===== config.mk =====
export PLATFORM = sky130hd
export DESIGN_NAME = jtag_ir_scan_master
export DESIGN_NICKNAME = d
export VERILOG_FILES = /design/src/rtl/jtag_ir_scan_master.sv
export SDC_FILE = /design/constraint.sdc
export NUM_CORES = 1
export LEC_CHECK = 0
export ABC_AREA = 1
export CAP_MARGIN = 0
export CORE_UTILIZATION = 28
export CTS_CLUSTER_SIZE = 10
export DETAILED_ROUTE_END_ITERATION = 10
export SYNTH_ARGS = -nofsm -noshare
export SYNTH_HDL_FRONTEND = slang
export SYNTH_SLANG_ARGS = --single-unit

===== constraint.sdc =====
create_clock -name CLOCKIR -period 3.7 [get_ports CLOCKIR]
set_input_delay 0.74 -clock CLOCKIR [delete_from_list [all_inputs] [get_ports CLOCKIR]]
set_output_delay 0.74 -clock CLOCKIR [all_outputs]
set_load 0.02 [all_outputs]

===== src/rtl/jtag_ir_scan_master.sv =====
// Host-side JTAG master: drives TCK/TMS/TDI to load a target's instruction register
// and returns the Capture-IR bits seen on TDO; also issues a TAP reset sequence.
module jtag_ir_scan_master #(
  parameter int IR_WIDTH = 4,
  parameter int CLK_DIV  = 2
) (
  input  logic                CLOCKIR,
  input  logic                rst,
  input  logic                start,
  input  logic                tap_reset,
  input  logic [IR_WIDTH-1:0] instr,
  output logic                busy,
  output logic                done,
  output logic [IR_WIDTH-1:0] captured,
  output logic                capture_ok,
  output logic                TCK,
  output logic                TMS,
  output logic                TDI,
  input  logic                TDO
);

  localparam int SCAN_LEN = IR_WIDTH + 6;
  localparam int BIT_W    = $clog2(SCAN_LEN + 1);
  localparam int PH_W     = (CLK_DIV > 1) ? $clog2(CLK_DIV) : 1;

  // TCK-cycle indices within a sequence: 0..3 walk RTI -> Shift-IR, then the shift
  // cycles, then Exit1-IR -> Update-IR -> Run-Test-Idle.
  localparam logic [BIT_W-1:0] SHIFT_FIRST = BIT_W'(4);
  localparam logic [BIT_W-1:0] SHIFT_LAST  = BIT_W'(IR_WIDTH + 3);
  localparam logic [BIT_W-1:0] SHIFT_EXIT  = BIT_W'(IR_WIDTH + 4);
  localparam logic [BIT_W-1:0] SCAN_LAST   = BIT_W'(SCAN_LEN - 1);
  localparam logic [BIT_W-1:0] RST_LAST    = BIT_W'(5);
  localparam logic [BIT_W-1:0] BIT_ONE     = BIT_W'(1);
  localparam logic [PH_W-1:0]  PH_LAST     = PH_W'(CLK_DIV - 1);

  typedef enum logic [1:0] {
    IDLE    = 2'd0,
    RST_SEQ = 2'd1,
    IR_SCAN = 2'd2,
    FINISH  = 2'd3
  } state_t;

  state_t              state_reg;
  logic [PH_W-1:0]     phase_reg;
  logic [BIT_W-1:0]    bit_cnt_reg;
  logic [IR_WIDTH-1:0] shift_reg;
  logic [IR_WIDTH-1:0] cap_reg;
  logic [IR_WIDTH-1:0] captured_reg;
  logic                capture_ok_reg;
  logic                busy_reg;
  logic                done_reg;
  logic                tck_reg;
  logic                tms_reg;
  logic                tdi_reg;

  logic [BIT_W-1:0]    bit_next;
  logic                half_end;
  logic                shift_now;
  logic                shift_then;
  logic                last_bit;
  logic                tms_next;
  logic [IR_WIDTH-1:0] shift_next;

  always_comb begin
    bit_next   = bit_cnt_reg + 1'b1;
    half_end   = (phase_reg == PH_LAST);
    shift_now  = (state_reg == IR_SCAN) &&
                 (bit_cnt_reg >= SHIFT_FIRST) && (bit_cnt_reg <= SHIFT_LAST);
    shift_then = (state_reg == IR_SCAN) &&
                 (bit_next >= SHIFT_FIRST) && (bit_next <= SHIFT_LAST);
    last_bit   = (state_reg == RST_SEQ) ? (bit_cnt_reg == RST_LAST)
                                        : (bit_cnt_reg == SCAN_LAST);
    shift_next = shift_now ? (shift_reg >> 1) : shift_reg;
    tms_next   = 1'b1;
    if (state_reg == RST_SEQ) begin
      tms_next = (bit_next != RST_LAST);
    end else begin
      tms_next = (bit_next <= BIT_ONE) || (bit_next == SHIFT_LAST) ||
                 (bit_next == SHIFT_EXIT);
    end
  end

  always_ff @(posedge CLOCKIR or posedge rst) begin
    if (rst) begin
      state_reg      <= IDLE;
      phase_reg      <= '0;
      bit_cnt_reg    <= '0;
      shift_reg      <= '0;
      cap_reg        <= '0;
      captured_reg   <= '0;
      capture_ok_reg <= 1'b0;
      busy_reg       <= 1'b0;
      done_reg       <= 1'b0;
      tck_reg        <= 1'b0;
      tms_reg        <= 1'b1;
      tdi_reg        <= 1'b0;
    end else begin
      case (state_reg)
        IDLE: begin
          tck_reg     <= 1'b0;
          tms_reg     <= 1'b1;
          tdi_reg     <= 1'b0;
          done_reg    <= 1'b0;
          phase_reg   <= '0;
          bit_cnt_reg <= '0;
          if (tap_reset) begin
            state_reg <= RST_SEQ;
            busy_reg  <= 1'b1;
          end else if (start) begin
            shift_reg <= instr;
            state_reg <= IR_SCAN;
            busy_reg  <= 1'b1;
          end
        end

        RST_SEQ, IR_SCAN: begin
          phase_reg <= half_end ? '0 : phase_reg + 1'b1;
          if (half_end) begin
            if (!tck_reg) begin
              // Rising TCK: the target's TDO has been stable since the falling point.
              tck_reg <= 1'b1;
              if (shift_now) begin
                cap_reg <= {TDO, cap_reg[IR_WIDTH-1:1]};
              end
            end else begin
              tck_reg <= 1'b0;
              if (last_bit) begin
                state_reg   <= FINISH;
                done_reg    <= 1'b1;
                busy_reg    <= 1'b0;
                tms_reg     <= 1'b1;
                tdi_reg     <= 1'b0;
                bit_cnt_reg <= '0;
                if (state_reg == IR_SCAN) begin
                  captured_reg   <= cap_reg;
                  capture_ok_reg <= (cap_reg[1:0] == 2'b01);
                end
              end else begin
                bit_cnt_reg <= bit_next;
                tms_reg     <= tms_next;
                tdi_reg     <= shift_then & shift_next[0];
                shift_reg   <= shift_next;
              end
            end
          end
        end

        FINISH: begin
          state_reg <= IDLE;
          done_reg  <= 1'b0;
          phase_reg <= '0;
        end

        default: begin
          state_reg <= IDLE;
        end
      endcase
    end
  end

  assign busy       = busy_reg;
  assign done       = done_reg;
  assign captured   = captured_reg;
  assign capture_ok = capture_ok_reg;
  assign TCK        = tck_reg;
  assign TMS        = tms_reg;
  assign TDI        = tdi_reg;

endmodule


==> impl_metrics.ini <==
[worst_setup_path]
criticalPathCategory = reg -> out
r2r-start = state_reg[0]
cp_num_buf_inv = 1
critPathSlowestCell = clkdlybuf4s50_1
cp_max_fo = 2
crit_start = TMS
cp.required_ns = 2.96
end_kind = primary output
critPathTopFamily = buffers and inverters
crit_path_start_kind = register
cp_cell_sequence = clkdlybuf4s50_1
cp_slowest_stage_delay_ns = 0.60
arrival_ns = 1.41
regToRegSetupSlack_ns = 1.79

[grt]
grt_use_met1 = 0.158
grt_usage = 0.123
grt_overflow = 0
grt_pass1_wl_um = 4940
met2_usage = 0.207
antenna_found_initial = 0
grt_busiest_layer = met2
grt_pass1_vias = 1114
use_met3 = 0.0352
grt_max_degree = 26

[sta]
setup_tns_ns = 0
fin_crit_ns = 2.15
hold_viol_final = 0
period_share = 0.581
finalSetupViolCount = 0
clock_skew_ns = 0.00407
slew_headroom = 0.347
finalMaxSlewViolations = 0
worst_pin_slew_ns = 0.978
fmax_mhz = 465
rsz0062_at_grt = false

[drt]
dr_total_vias = 1095
drtAntennaViolNets = 0
wl_per_cell_um = 11.5
avgViaCountPerCell = 4.76
drtIter0Drc = 46
drc = 0
first_pass_iters = 4
wirelength_um = 2640

[die]
die_area_mm2 = 0.00511
start_util = 0.300
fp.dieH_um = 71.5
num_rows = 24
ios = 19
die_w_um = 71.5
core_area_mm2 = 0.00450

[clock_network]
clock-sinks = 25
cts_tree = built
clk_latency_ns = 0.27
cts_root_buf = clkbuf_8
clockBufferDepth = 2
clk_pin_slew_ns = 0.08
numCtsBuffers = 3
cts_max_level = 1
cts_resized = 0
postCtsSetupBuffers = 0
hold_buffers = 0

[power]
max-vdd-ir-drop_uv = 430
p_sw_uw = 499
pwr-share-clk = 0.147
switching_share = 0.455
p_int_uw = 597
total_power_mw = 1.10
combinationalPowerShare = 0.515
seqPwrFrac = 0.338
p_leak_nw = 0.751
powerDensity_mw_per_mm2 = 675

[synth]
ys_top_cells_by_count = 37 x nand2_1, 24 x dfrtp_1, 19 x inv_1, 14 x nand3_1, 14 x o21ai_0
yosysTopAreaCell = dfrtp_1
yosysMostFrequentCell = nand2_1
synth_edf_count = 0
ys_ff_latch = 25
synth_nets = 174
yosysTopAreaCellShare = 0.444
ys_seq_area_frac = 0.463
async_flop_share = 1.00
yosys_warnings = 0
synthCells = 158
synthDistinctLibCells = 28
synth_area_mm2 = 0.00135
postSynthAreaPerCell_um2 = 8.56
yosys-top-cells-area = dfrtp_1 44%, nand2_1 10%, ha_1 6.5%
synth_ff_type = dfrtp_1

[final_layout]
drive_gt1_frac = 0.101
nNetsFinal = 195
syn_to_final_growth_pct = 19.9
num-fill-cells = 466
diodes = 0
finish.instance_area_mm2 = 0.00162

[placement]
post_dp_cell_area_mm2 = 0.00158
portBuffers = 18
dp_hpwl_um = 2010
gp_congestion = 0.808

[run_status]
status = completed

[run]
maxCapViolations = 0

[min_path]
min-delay-start = captured[0]
hold_path_class = reg -> reg
==> cell usage in the layout, fill, tap and decap left out <==
cell              n
a21oi_1           8
a22oi_1           2
nand3_4           1
nand4_1           2
a21oi_2           1
clkbuf_8          3
inv_8             1
nor3_2            1
nand3_1          14
clkdlybuf4s50_1  18
o21ai_0          14
nand2_4           2
dfstp_2           1
nor3b_1           1
nor3_1            1
nand2_2           2
clkinv_2          1
xor2_1            1
a21boi_0          1
nor3_4            1
ha_1              7
inv_4             1
o21ai_1           3
inv_1            19
nor2_2            2
o22ai_1           1
inv_2             1
nand2_1          37
dfrtp_1          24
nor2_1            7
==> final timing paths <==
| check | to | cells after the start |
|---|---|---|
| setup / recovery | TMS | 1 |
| hold / removal | captured[0] | 2 |
| setup reg to reg | shift_reg[2] | 9 |
| hold reg to reg | captured[0] | 2 |
| max in group asynchronous | captured[1] | 2 |
| min in group asynchronous | captured[0] | 2 |
==> per-layer routing <==
metal  vias to the layer above  part of all wire  wire length (um)
met5                         -                 0                 0
met4                         0            0.0072                19
met3                         4             0.042               111
met2                        20              0.47              1230
met1                       514              0.48              1280
li1                        557                 -                 -
==> metrics by stage <==
step | setup slack (ns) | util | cells | hold slack [ns]
after floorplan | 2.13 | - | 158 | 0.443
after global placement | 1.71 | 0.350 | 226 | 0.457
after detailed placement | 1.70 | 0.350 | 226 | 0.463
after CTS | 1.54 | 0.360 | 230 | 0.485
after global routing | 1.52 | 0.360 | 230 | 0.523
final | 1.55 | 0.360 | 230 | 0.476
==> cells by family (layout without fill, tap and decap cells) <==
logic type | Yosys count | count (layout) | share of synthesized area
adder cells (fa/ha/maj) | 7 | 7 | 0.0648
buffers and inverters | 24 | 44 | 0.0851
flip-flops | 25 | 25 | 0.463
AND/OR/NAND/NOR | 71 | 71 | 0.260
XOR/XNOR | 1 | 1 | 0.00648
AO/OA/AOI/OAI | 30 | 30 | 0.120
==> cell type report <==
type / count / area [um2] / area share
flip-flops and latches: 25 / 627 / 0.387
multi-input cells: 109 / 611 / 0.377
clock inverters: 1 / 5.00 / 0.00309
inverters: 22 / 92.6 / 0.0571
clock buffers: 3 / 41.3 / 0.0255
repair buffers: 18 / 180 / 0.111
well taps: 52 / 65.1 / 0.0401
==> power groups by stage <==
stage / combinational, mW / sequential, mW / clock [mW]
6_report: 0.564 / 0.370 / 0.161
5_1_grt: 0.641 / 0.378 / 0.180
4_1_cts: 0.570 / 0.370 / 0.171
3_5_place_dp: 0.568 / 0.376 / 0
3_3_place_gp: 0.564 / 0.375 / 0
2_1_floorplan: 0.438 / 0.385 / 0
Power figures use the tool's default switching activity.
